==> src/rtl/pinmux_if.sv <==
// ----------------------------------------------------------------------------
// pinmux_if -- TL-UL style register port bundle for the pinmux.
//
// Only the channel fields that the pinmux uses are carried.
//   a_*      : request channel, driven by the host.
//   a_ready  : request channel ready, driven by the device.
//   d_*      : response channel, driven by the device.
//   d_ready  : response channel ready, driven by the host.
// Modports: master (host side), slave (device side).
// ----------------------------------------------------------------------------
interface pinmux_if;
  logic        a_valid;
  logic [2:0]  a_opcode;
  logic [1:0]  a_size;
  logic [7:0]  a_source;
  logic [31:0] a_address;
  logic [3:0]  a_mask;
  logic [31:0] a_data;
  logic        a_ready;

  logic        d_valid;
  logic [2:0]  d_opcode;
  logic [1:0]  d_size;
  logic [7:0]  d_source;
  logic [31:0] d_data;
  logic        d_error;
  logic        d_ready;

  modport master (
    output a_valid, a_opcode, a_size, a_source, a_address, a_mask, a_data,
    output d_ready,
    input  a_ready,
    input  d_valid, d_opcode, d_size, d_source, d_data, d_error
  );

  modport slave (
    input  a_valid, a_opcode, a_size, a_source, a_address, a_mask, a_data,
    input  d_ready,
    output a_ready,
    output d_valid, d_opcode, d_size, d_source, d_data, d_error
  );
endinterface

==> src/rtl/pinmux.sv <==
// ----------------------------------------------------------------------------
// pinmux -- register-configured pin multiplexer.
//
// Every board pin has a 5-bit output select (OSEL, 0x000 + 4*pin) choosing
// which peripheral output drives it. Every peripheral input has a 5-bit input
// select (ISEL, 0x100 + 4*input) choosing which pin feeds it; 0 or an out of
// range value falls back to the input's idle default.
//
// Output source indices : 0 none, 1-2 uart_tx, 3-4 i2c_scl, 5-6 i2c_sda,
//                         7-8 spi_sck, 9-10 spi_tx, 11-18 gpio, 19-31 none.
// Peripheral input index: 0-1 uart_rx, 2-3 i2c_scl, 4-5 i2c_sda, 6-7 spi_rx,
//                         8-15 gpio.
//
// Ports:
//   clk_i, rst_i          clock, asynchronous active-high reset
//   tl                    register port (pinmux_if.slave)
//   uart_tx_i/uart_rx_o   UART lines from/to the UART peripherals
//   i2c_scl_i/_en_i, i2c_sda_i/_en_i, i2c_scl_o, i2c_sda_o
//   spi_sck_i, spi_tx_i, spi_rx_o
//   gpio_ios_i, gpio_ios_en_i, gpio_ios_o
//   from_pins_i, from_pins_en_o, to_pins_o, to_pins_en_o   board pins
//
// Build option: PINMUX_INPUT_SYNC_EN -- when defined, from_pins_i passes
// through a 2-flop synchronizer (reset to 1) before input muxing.
// ----------------------------------------------------------------------------
module pinmux #(
  parameter int NumUart   = 2,
  parameter int NumI2c    = 2,
  parameter int NumSpi    = 2,
  parameter int GpioWidth = 8,
  parameter int NumPins   = 16
) (
  input  logic                 clk_i,
  input  logic                 rst_i,
  pinmux_if.slave              tl,
  input  logic [NumUart-1:0]   uart_tx_i,
  output logic [NumUart-1:0]   uart_rx_o,
  input  logic [NumI2c-1:0]    i2c_scl_i,
  input  logic [NumI2c-1:0]    i2c_scl_en_i,
  input  logic [NumI2c-1:0]    i2c_sda_i,
  input  logic [NumI2c-1:0]    i2c_sda_en_i,
  output logic [NumI2c-1:0]    i2c_scl_o,
  output logic [NumI2c-1:0]    i2c_sda_o,
  input  logic [NumSpi-1:0]    spi_sck_i,
  input  logic [NumSpi-1:0]    spi_tx_i,
  output logic [NumSpi-1:0]    spi_rx_o,
  input  logic [GpioWidth-1:0] gpio_ios_i,
  input  logic [GpioWidth-1:0] gpio_ios_en_i,
  output logic [GpioWidth-1:0] gpio_ios_o,
  input  logic [NumPins-1:0]   from_pins_i,
  output logic [NumPins-1:0]   from_pins_en_o,
  output logic [NumPins-1:0]   to_pins_o,
  output logic [NumPins-1:0]   to_pins_en_o
);

  // Output source index layout
  localparam int OutUart  = 1;
  localparam int OutScl   = OutUart + NumUart;
  localparam int OutSda   = OutScl + NumI2c;
  localparam int OutSck   = OutSda + NumI2c;
  localparam int OutSpiTx = OutSck + NumSpi;
  localparam int OutGpio  = OutSpiTx + NumSpi;

  // Peripheral input index layout
  localparam int InUart = 0;
  localparam int InScl  = InUart + NumUart;
  localparam int InSda  = InScl + NumI2c;
  localparam int InSpi  = InSda + NumI2c;
  localparam int InGpio = InSpi + NumSpi;
  localparam int NumIn  = InGpio + GpioWidth;

  localparam int PinIdxW = $clog2(NumPins);

  localparam logic [2:0] OpPutFull    = 3'd0;
  localparam logic [2:0] OpPutPartial = 3'd1;
  localparam logic [2:0] OpGet        = 3'd4;
  localparam logic [2:0] OpAccessAck  = 3'd0;
  localparam logic [2:0] OpAckData    = 3'd1;

  // --------------------------------------------------------------------------
  // Registers
  // --------------------------------------------------------------------------
  logic [NumPins-1:0][4:0] osel_q, osel_d;
  logic [NumIn-1:0][4:0]   isel_q, isel_d;

  logic        d_valid_q, d_valid_d;
  logic [2:0]  d_opcode_q, d_opcode_d;
  logic [1:0]  d_size_q, d_size_d;
  logic [7:0]  d_source_q, d_source_d;
  logic [31:0] d_data_q, d_data_d;
  logic        d_error_q, d_error_d;

  // --------------------------------------------------------------------------
  // Register port
  // --------------------------------------------------------------------------
  logic       accept;
  logic [3:0] reg_idx;
  logic       hit_osel, hit_isel;
  logic [4:0] rd_val;

  assign tl.a_ready = ~d_valid_q;
  assign accept     = tl.a_valid & ~d_valid_q;
  assign reg_idx    = tl.a_address[5:2];

  // Both register banks are 16 words; anything else in the space is unmapped,
  // including non word-aligned addresses.
  assign hit_osel = (tl.a_address[31:8] == 24'd0) && (tl.a_address[7:6] == 2'd0)
                    && (tl.a_address[1:0] == 2'd0);
  assign hit_isel = (tl.a_address[31:9] == 23'd0) && tl.a_address[8]
                    && (tl.a_address[7:6] == 2'd0) && (tl.a_address[1:0] == 2'd0);

  assign rd_val = hit_isel ? isel_q[reg_idx] : osel_q[reg_idx];

  // Only the low byte lane and the low five data bits reach a register.
  logic unused_tl;
  assign unused_tl = ^{tl.a_data[31:5], tl.a_mask[3:1]};

  always_comb begin
    osel_d     = osel_q;
    isel_d     = isel_q;
    d_valid_d  = d_valid_q;
    d_opcode_d = d_opcode_q;
    d_size_d   = d_size_q;
    d_source_d = d_source_q;
    d_data_d   = d_data_q;
    d_error_d  = d_error_q;

    if (accept) begin
      d_valid_d  = 1'b1;
      d_size_d   = tl.a_size;
      d_source_d = tl.a_source;
      d_data_d   = 32'd0;
      d_error_d  = 1'b0;
      case (tl.a_opcode)
        OpGet: begin
          d_opcode_d = OpAckData;
          if (hit_osel || hit_isel) begin
            d_data_d = {27'd0, rd_val};
          end else begin
            d_error_d = 1'b1;
          end
        end
        OpPutFull, OpPutPartial: begin
          d_opcode_d = OpAccessAck;
          if (!(hit_osel || hit_isel)) begin
            d_error_d = 1'b1;
          end else if (tl.a_mask[0]) begin
            if (hit_isel) isel_d[reg_idx] = tl.a_data[4:0];
            else          osel_d[reg_idx] = tl.a_data[4:0];
          end
        end
        default: begin
          d_opcode_d = OpAccessAck;
          d_error_d  = 1'b1;
        end
      endcase
    end else if (d_valid_q && tl.d_ready) begin
      d_valid_d = 1'b0;
    end
  end

  always_ff @(posedge clk_i or posedge rst_i) begin
    if (rst_i) begin
      osel_q     <= '0;
      isel_q     <= '0;
      d_valid_q  <= 1'b0;
      d_opcode_q <= 3'd0;
      d_size_q   <= 2'd0;
      d_source_q <= 8'd0;
      d_data_q   <= 32'd0;
      d_error_q  <= 1'b0;
    end else begin
      osel_q     <= osel_d;
      isel_q     <= isel_d;
      d_valid_q  <= d_valid_d;
      d_opcode_q <= d_opcode_d;
      d_size_q   <= d_size_d;
      d_source_q <= d_source_d;
      d_data_q   <= d_data_d;
      d_error_q  <= d_error_d;
    end
  end

  assign tl.d_valid  = d_valid_q;
  assign tl.d_opcode = d_opcode_q;
  assign tl.d_size   = d_size_q;
  assign tl.d_source = d_source_q;
  assign tl.d_data   = d_data_q;
  assign tl.d_error  = d_error_q;

  // --------------------------------------------------------------------------
  // Output mux: flatten every source into a 32-entry table indexed by OSEL.
  // Unpopulated entries stay 0 / not driven.
  // --------------------------------------------------------------------------
  logic [31:0] src_val, src_en;

  always_comb begin
    src_val = '0;
    src_en  = '0;
    for (int u = 0; u < NumUart; u++) begin
      src_val[OutUart + u] = uart_tx_i[u];
      src_en[OutUart + u]  = 1'b1;
    end
    for (int c = 0; c < NumI2c; c++) begin
      src_val[OutScl + c] = i2c_scl_i[c];
      src_en[OutScl + c]  = i2c_scl_en_i[c];
      src_val[OutSda + c] = i2c_sda_i[c];
      src_en[OutSda + c]  = i2c_sda_en_i[c];
    end
    for (int s = 0; s < NumSpi; s++) begin
      src_val[OutSck + s]   = spi_sck_i[s];
      src_en[OutSck + s]    = 1'b1;
      src_val[OutSpiTx + s] = spi_tx_i[s];
      src_en[OutSpiTx + s]  = 1'b1;
    end
    for (int g = 0; g < GpioWidth; g++) begin
      src_val[OutGpio + g] = gpio_ios_i[g];
      src_en[OutGpio + g]  = gpio_ios_en_i[g];
    end
  end

  always_comb begin
    to_pins_o    = '0;
    to_pins_en_o = '0;
    for (int p = 0; p < NumPins; p++) begin
      to_pins_o[p]    = src_val[osel_q[p]];
      to_pins_en_o[p] = src_en[osel_q[p]];
    end
  end

  // --------------------------------------------------------------------------
  // Pin input path
  // --------------------------------------------------------------------------
  logic [NumPins-1:0] pin_in;

`ifdef PINMUX_INPUT_SYNC_EN
  // Idle-high reset value keeps pulled-up lines (UART, I2C) quiet while the
  // synchronizer fills after reset.
  logic [NumPins-1:0] sync1_q, sync2_q;

  always_ff @(posedge clk_i or posedge rst_i) begin
    if (rst_i) begin
      sync1_q <= '1;
      sync2_q <= '1;
    end else begin
      sync1_q <= from_pins_i;
      sync2_q <= sync1_q;
    end
  end

  assign pin_in = sync2_q;
`else
  assign pin_in = from_pins_i;
`endif

  // --------------------------------------------------------------------------
  // Input mux: ISEL value k in 1..NumPins picks pin k-1, anything else the
  // idle default (pulled-up buses read 1, the rest 0).
  // --------------------------------------------------------------------------
  function automatic logic sel_valid(input logic [4:0] sel);
    return (sel != 5'd0) && (int'(sel) <= NumPins);
  endfunction

  function automatic logic [PinIdxW-1:0] sel_pin(input logic [4:0] sel);
    return PinIdxW'(sel - 5'd1);
  endfunction

  logic [NumIn-1:0] in_dflt;
  logic [NumIn-1:0] periph_in;

  always_comb begin
    in_dflt = '0;
    for (int i = InUart; i < InSpi; i++) begin
      in_dflt[i] = 1'b1;
    end
  end

  always_comb begin
    periph_in      = in_dflt;
    from_pins_en_o = '0;
    for (int i = 0; i < NumIn; i++) begin
      if (sel_valid(isel_q[i])) begin
        periph_in[i]                       = pin_in[sel_pin(isel_q[i])];
        from_pins_en_o[sel_pin(isel_q[i])] = 1'b1;
      end
    end
  end

  assign uart_rx_o  = periph_in[InUart +: NumUart];
  assign i2c_scl_o  = periph_in[InScl +: NumI2c];
  assign i2c_sda_o  = periph_in[InSda +: NumI2c];
  assign spi_rx_o   = periph_in[InSpi +: NumSpi];
  assign gpio_ios_o = periph_in[InGpio +: GpioWidth];

endmodule

==> src/flat_wrapper.sv <==
// flat-port wrapper written by rule: the top's interface ports become plain ports
module pinmux_flat 
#(
  parameter int NumUart   = 2,
  parameter int NumI2c    = 2,
  parameter int NumSpi    = 2,
  parameter int GpioWidth = 8,
  parameter int NumPins   = 16
)
  (clk_i, rst_i, uart_tx_i, uart_rx_o, i2c_scl_i, i2c_scl_en_i, i2c_sda_i, i2c_sda_en_i, i2c_scl_o, i2c_sda_o, spi_sck_i, spi_tx_i, spi_rx_o, gpio_ios_i, gpio_ios_en_i, gpio_ios_o, from_pins_i, from_pins_en_o, to_pins_o, to_pins_en_o, tl_a_valid, tl_a_opcode, tl_a_size, tl_a_source, tl_a_address, tl_a_mask, tl_a_data, tl_d_ready, tl_a_ready, tl_d_valid, tl_d_opcode, tl_d_size, tl_d_source, tl_d_data, tl_d_error);
  pinmux_if tl_i ();
  input  logic clk_i;
  input  logic rst_i;
  input  logic [NumUart-1:0] uart_tx_i;
  output logic [NumUart-1:0] uart_rx_o;
  input  logic [NumI2c-1:0] i2c_scl_i;
  input  logic [NumI2c-1:0] i2c_scl_en_i;
  input  logic [NumI2c-1:0] i2c_sda_i;
  input  logic [NumI2c-1:0] i2c_sda_en_i;
  output logic [NumI2c-1:0] i2c_scl_o;
  output logic [NumI2c-1:0] i2c_sda_o;
  input  logic [NumSpi-1:0] spi_sck_i;
  input  logic [NumSpi-1:0] spi_tx_i;
  output logic [NumSpi-1:0] spi_rx_o;
  input  logic [GpioWidth-1:0] gpio_ios_i;
  input  logic [GpioWidth-1:0] gpio_ios_en_i;
  output logic [GpioWidth-1:0] gpio_ios_o;
  input  logic [NumPins-1:0] from_pins_i;
  output logic [NumPins-1:0] from_pins_en_o;
  output logic [NumPins-1:0] to_pins_o;
  output logic [NumPins-1:0] to_pins_en_o;
  input wire logic [$bits(tl_i.a_valid)-1:0] tl_a_valid;
  input wire logic [$bits(tl_i.a_opcode)-1:0] tl_a_opcode;
  input wire logic [$bits(tl_i.a_size)-1:0] tl_a_size;
  input wire logic [$bits(tl_i.a_source)-1:0] tl_a_source;
  input wire logic [$bits(tl_i.a_address)-1:0] tl_a_address;
  input wire logic [$bits(tl_i.a_mask)-1:0] tl_a_mask;
  input wire logic [$bits(tl_i.a_data)-1:0] tl_a_data;
  input wire logic [$bits(tl_i.d_ready)-1:0] tl_d_ready;
  output wire logic [$bits(tl_i.a_ready)-1:0] tl_a_ready;
  output wire logic [$bits(tl_i.d_valid)-1:0] tl_d_valid;
  output wire logic [$bits(tl_i.d_opcode)-1:0] tl_d_opcode;
  output wire logic [$bits(tl_i.d_size)-1:0] tl_d_size;
  output wire logic [$bits(tl_i.d_source)-1:0] tl_d_source;
  output wire logic [$bits(tl_i.d_data)-1:0] tl_d_data;
  output wire logic [$bits(tl_i.d_error)-1:0] tl_d_error;
  assign tl_i.a_valid = tl_a_valid;
  assign tl_i.a_opcode = tl_a_opcode;
  assign tl_i.a_size = tl_a_size;
  assign tl_i.a_source = tl_a_source;
  assign tl_i.a_address = tl_a_address;
  assign tl_i.a_mask = tl_a_mask;
  assign tl_i.a_data = tl_a_data;
  assign tl_i.d_ready = tl_d_ready;
  assign tl_a_ready = tl_i.a_ready;
  assign tl_d_valid = tl_i.d_valid;
  assign tl_d_opcode = tl_i.d_opcode;
  assign tl_d_size = tl_i.d_size;
  assign tl_d_source = tl_i.d_source;
  assign tl_d_data = tl_i.d_data;
  assign tl_d_error = tl_i.d_error;
  pinmux #(.NumUart(NumUart), .NumI2c(NumI2c), .NumSpi(NumSpi), .GpioWidth(GpioWidth), .NumPins(NumPins)) u_core (.clk_i(clk_i), .rst_i(rst_i), .tl(tl_i), .uart_tx_i(uart_tx_i), .uart_rx_o(uart_rx_o), .i2c_scl_i(i2c_scl_i), .i2c_scl_en_i(i2c_scl_en_i), .i2c_sda_i(i2c_sda_i), .i2c_sda_en_i(i2c_sda_en_i), .i2c_scl_o(i2c_scl_o), .i2c_sda_o(i2c_sda_o), .spi_sck_i(spi_sck_i), .spi_tx_i(spi_tx_i), .spi_rx_o(spi_rx_o), .gpio_ios_i(gpio_ios_i), .gpio_ios_en_i(gpio_ios_en_i), .gpio_ios_o(gpio_ios_o), .from_pins_i(from_pins_i), .from_pins_en_o(from_pins_en_o), .to_pins_o(to_pins_o), .to_pins_en_o(to_pins_en_o));
endmodule
==> config.mk <==
export PLATFORM = sky130hd
export DESIGN_NAME = pinmux_flat
export DESIGN_NICKNAME = d
export VERILOG_FILES = /design/src/rtl/pinmux_if.sv /design/src/rtl/pinmux.sv /design/src/flat_wrapper.sv
export SDC_FILE = /design/constraint.sdc
export NUM_CORES = 1
export LEC_CHECK = 0
export ABC_AREA = 1
export CAP_MARGIN = 5
export CORE_MARGIN = 3
export CORE_UTILIZATION = 45
export CTS_CLUSTER_DIAMETER = 200
export DETAILED_ROUTE_END_ITERATION = 7
export GPL_ROUTABILITY_DRIVEN = 0
export PLACE_DENSITY_LB_ADDON = 0.3
export SLEW_MARGIN = 10
export SYNTH_ARGS = -nofsm -noshare
export SYNTH_HDL_FRONTEND = slang
export SYNTH_SLANG_ARGS = --single-unit
==> constraint.sdc <==
create_clock -name clk_i -period 14.51 [get_ports clk_i]
set_input_delay 1.451 -clock clk_i [delete_from_list [all_inputs] [get_ports clk_i]]
set_output_delay 1.451 -clock clk_i [all_outputs]
set_load 0.02 [all_outputs]
== Word level (Yosys, flattened, before mapping) ==
Cells that the tools add are included.

* $add $sub $neg: 16
* Shifts and indexed selects: 0
* Reduce and logical (&&, ||, !) cells: 66
* Multipliers: 0
* Order comparisons: 66
* Equality and inequality tests: 2
* Bitwise operators: 18
* Divide/modulo/power cells: 0
* Multiplexer cells: 176

{| class="wikitable"
|+ Operators with widths
! operator !! number
|-
| $mux 16 || 16
|-
| $or 16x16->16 || 15
|-
| $bmux 1 s5 || 32
|-
| $bwmux 80 || 2
|-
| $lt 5x6->1 const B || 16
|-
| $lt 4x5->1 const B || 17
|-
| $mux 1 || 85
|-
| $le 5x5->1 const B || 16
|-
| $reduce_bool 5->1 || 16
|-
| $ge 4x1->1 const B || 17
|-
| $bmux 1 s4 || 16
|-
| $demux 1 s4 || 16
|-
| $sub 4x1->4 const B || 16
|-
| $bmux 5 s4 || 2
|-
| $logic_and 1x1->1 || 39
|-
| $mux 32 || 1
|-
| $mux 5 || 5
|-
| $logic_not 24->1 || 1
|-
| $logic_not 23->1 || 1
|-
| $demux 5 s4 || 1
|-
| $reduce_and 5->1 || 2
|-
| $logic_not 2->1 || 2
|-
| $eq 3x1->1 const B || 1
|-
| $eq 3x3->1 const B || 1
|-
| 7 further kinds || 8
|}

* Bits of input ports: 131
* Memory bits (writable): 0
* ROM bits: 0
* Latch bits: 0
* Memories: 0
* Flip-flop bits (word level): 207
* Output and inout port bits: 112

== Longest topological paths before layout ==
* Depth in word-level cells: 36
* Depth in mapped cells: 14
* Depth with buffers taken out: 13

== Worst setup path after synthesis ==
OpenSTA, ideal clock, no wires.

* Kind: input-to-output
* From: input from_pins_i[8]
* To: output i2c_scl_o[0]
* Arrival: 2731 ps
* Cell stages on the path: 6
* Slack: 10328 ps
* Required time: 13059 ps
* Path through: clkbuf_1 clkbuf_1 nor2_1 o221ai_1 o21ai_0 o21ai_0

* Word-level cells in the longest chain between the ends: 3

{| class="wikitable"
|+ RTL lines
! what !! RTL line !! RTL
|-
| from (decl) || flat_wrapper.sv:28 || <nowiki>input logic [NumPins-1:0] from_pins_i;</nowiki>
|-
| $bmux 1 s4 || pinmux.sv:283 || <nowiki>periph_in[i] = pin_in[sel_pin(isel_q[i])];</nowiki>
|-
| $mux 1 (implied by the code) || pinmux.sv:283 ||
|-
| $mux 1 || pinmux.sv:282 || <nowiki>if (sel_valid(isel_q[i])) begin</nowiki>
|-
| to (decl) || flat_wrapper.sv:20 || <nowiki>output logic [NumI2c-1:0] i2c_scl_o;</nowiki>
|}

Every way passes these cells. The select of a mux whose other input is x is not followed.

== Final worst setup path ==
* From: input gpio_ios_i[7]
* To: output to_pins_o[10]

* Word-level cells in the longest chain between the ends: 2

{| class="wikitable"
|+ RTL lines
! what !! RTL line !! RTL
|-
| from (decl) || flat_wrapper.sv:25 || <nowiki>input logic [GpioWidth-1:0] gpio_ios_i;</nowiki>
|-
| $bmux 1 s5 || pinmux.sv:226 || <nowiki>to_pins_o[p] = src_val[osel_q[p]];</nowiki>
|-
| $mux 1 (implied by the code) || pinmux.sv:226 ||
|-
| to (decl) || flat_wrapper.sv:30 || <nowiki>output logic [NumPins-1:0] to_pins_o;</nowiki>
|}

Every way passes these cells. The select of a mux whose other input is x is not followed.

==> results.yml <==
status:
  status: "finished, final reports clean"
finish:
  fin_nets: 3839
  diodes: 0
  final_layout_size_suffix_gt1_frac: 0.0263
  design_area_um2: 22900
  nFillCells: 4755
  final_cells: 4248
  synthToLayoutAreaGrowth_pct: 12.2
placed_design:
  place_area_um2: 22300
  dp_hpwl_um: 60500
  io_buffers: 183
  dp_cells: 4216
synthesis:
  syn_avg_cell_area_um2: 5.70
  synth_top_family_by_area: "simple AND/OR/NAND/NOR gates"
  synth_compound_area_frac: 0.200
  synth_area_leaders: "dfrtp_1 22%, nand2_1 21%, nor2_1 9.1%, o21ai_0 6.6%, nand3_1 6.5%"
  synth_seq_area_share: 0.218
  synth_top_area_share: 0.218
  synth-edff-count: 0
  synth-seq-cells: 178
  synth_cells: 3583
  async_flop_share: 1.00
  yosys.area_share.simple: 0.427
  synth-xor-area-share: 0.00857
  ys_warn_count: 0
  ys.flop_type: "dfrtp_1"
  synthesis.area_um2: 20400
  synthMuxAreaShare: 0
  synthTopCellsByCount: "1,158 x nand2_1, 496 x nor2_1, 327 x inv_1"
  synth.distinct_cells: 42
  synthMostInstantiatedCell: "nand2_1"
  synth_adder_area_share: 0.0398
  synth_largest_area_cell: "dfrtp_1"
critical_path:
  slowest_delay_ps: 830
  arrival_ps: 4530
  r2r_cells: 9
  cp_max_fo: 10
  reg2reg_to: "u_core.osel_q[17]$_DFFE_PP0P_"
  crit_slowest_cell: "clkdlybuf4s50_1"
  r2r_slack_ps: 11850
  startpoint: "gpio_ios_i[7]"
  crit_path_cell_trace: "clkdlybuf4s50_1 -> clkinv_1 -> o22ai_1 -> a21oi_1 -> o21ai_0 -> clkdlybuf4s50_1"
  cp-end-kind: "output pin"
  crit_path_end: "to_pins_o[10]"
  reg2reg_from: "u_core.tl.d_valid$_DFFE_PP0P_"
  path_class: "in -> out"
  critPathRequiredTime_ps: 13060
  cp-start-kind: "primary input"
  crit_path_frequent_cell: "clkdlybuf4s50_1"
floorplanning:
  core_um2: 44500
  row_count: 77
  io_pins: 243
  die-width_um: 219
  die_y_um: 219
  die_area_um2: 48000
  initial_core_util: 0.459
route:
  ant_nets: 0
  drtPass1Iterations: 7
  drc: 0
  routed_via_density: 5.90
  wl_per_cell_um: 20.2
  wl_um: 85700
  num_vias: 25100
  drtIter0Drc: 3702
sta:
  drv_slew: 0
  max-slew-margin-rel: 0.250
  worstMarginPinSlew_ps: 1130
  min_period_ps: 5980
  tns_ps: 0
  setup_viol: 0
  fin_hold_ws_ps: 476
  post-route-period-util: 0.412
  rsz0062_at_grt: "no"
  finalHoldViolCount: 0
  fin_skew_ps: 9.77
  max_freq_ghz: 0.167
global_routing:
  grt_max_degree: 84
  antenna_found_initial: 1
  first_global_vias: 21900
  grt_overflow_total: 0
  grt_first_pass_wirelength_um: 127000
  grt_usage: 0.347
clocking:
  clock-sinks: 178
  cts_tree: "done"
  cts_made_buffers: 17
  clk_pin_slew_worst_paths_ps: 70
  cts_setup_buffers: 0
  cts-root-buf: "clkbuf_16"
  clockBufferDepth: 2
  cts-resized-gates: 0
  cts_htree_levels: 4
  worstSkewPairLatency_ps: 500
  cts_hold_buf: 0
worst_hold_path:
  hp-class: "reg -> reg"
  holdCritStartpoint: "u_core.tl.d_size[0]$_DFFE_PP0P_"
pwr:
  powerDensity_nw_per_um2: 53.6
  peakVddDrop_mv: 0.0963
  leakagePower_uw: 0.0106
job:
  drv_cap: 0
## placed cells by master (no fill, tap or decap), drive strengths merged, types with 39 or more instances in the layout
master,netlist,routed
inv,333,336
clkdlybuf4s50,0,182
ha,65,65
nor2,498,498
nand4,57,57
dfrtp,178,178
a21oi,147,147
o21ai,428,428
o22ai,39,39
nand3,296,296
nand2,1161,1161
o211ai,48,48
## layer usage
metal	GRT usage	vias up	routed length, µm
met4	0.213	2	5970
met5	0	-	13
met2	0.511	1733	35700
met1	0.456	11100	33000
li1	-	11800	-
met3	0.0853	418	10900
## report_power, final
group          switching (µW)  internal, µW
logic                     171          69.9
registers                3.39           502
clock network             225           257
total                     400           829
## state kept, by name, indices dropped and copies added (netlist names)
name                cells
u_core.isel_q          80
u_core.osel_q          80
u_core.tl.d_source      8
u_core.tl.d_data        5
u_core.tl.d_size        2
u_core.tl.d_error       1
u_core.tl.d_opcode      1
u_core.tl.d_valid       1
## cell families after synthesis
group | count (synthesis)
flops | 178
other cells | 1
xor+xnor | 20
fa+ha+maj | 65
buf+inv | 529
simple gates | 2052
compound gates | 738
## worst max-delay path, delay by kind of cell
family | cells | cell delay [ps]
AO/OA/AOI/OAI | 3 | 860
buffers and inverters | 3 | 2200
## stage by stage
step | utilization | power [µW] | setup WS [ps]
finish | 0.515 | 1230 | 8530
CTS | 0.515 | 1230 | 8780
global placement | 0.502 | 745 | 8790
floorplan | - | 643 | 8230
global route | 0.515 | 1270 | 8590
detailed placement | 0.502 | 746 | 8800
## final cells by class
| class | count | area, µm² | area share |
|---|---|---|---|
| sequential | 178 | 4450 | 0.194 |
| clock buffer | 24 | 492 | 0.0214 |
| inverter | 345 | 1300 | 0.0568 |
| timing repair buffer | 197 | 1930 | 0.0843 |
| tap | 592 | 741 | 0.0323 |
| multi-input combinational | 2904 | 13900 | 0.607 |
| clock inverter | 8 | 91.3 | 0.00398 |
## how the worst min path moves through the flow
| stage | endpoint | slack, ps | cells past startpoint |
|---|---|---|---|
| 3_3_place_gp | u_core.tl.d_source[5]$_DFFE_PP0P_ | 460 | 2 |
| 2_1_floorplan | u_core.osel_q[14]$_DFFE_PP0P_ | 450 | 2 |
| 3_5_place_dp | u_core.tl.d_size[0]$_DFFE_PP0P_ | 460 | 2 |
| 5_1_grt | u_core.tl.d_source[1]$_DFFE_PP0P_ | 500 | 2 |
| 6_report | u_core.tl.d_size[0]$_DFFE_PP0P_ | 480 | 2 |
| 4_1_cts | u_core.tl.d_size[0]$_DFFE_PP0P_ | 480 | 2 |
Power figures use the tool's default switching activity.
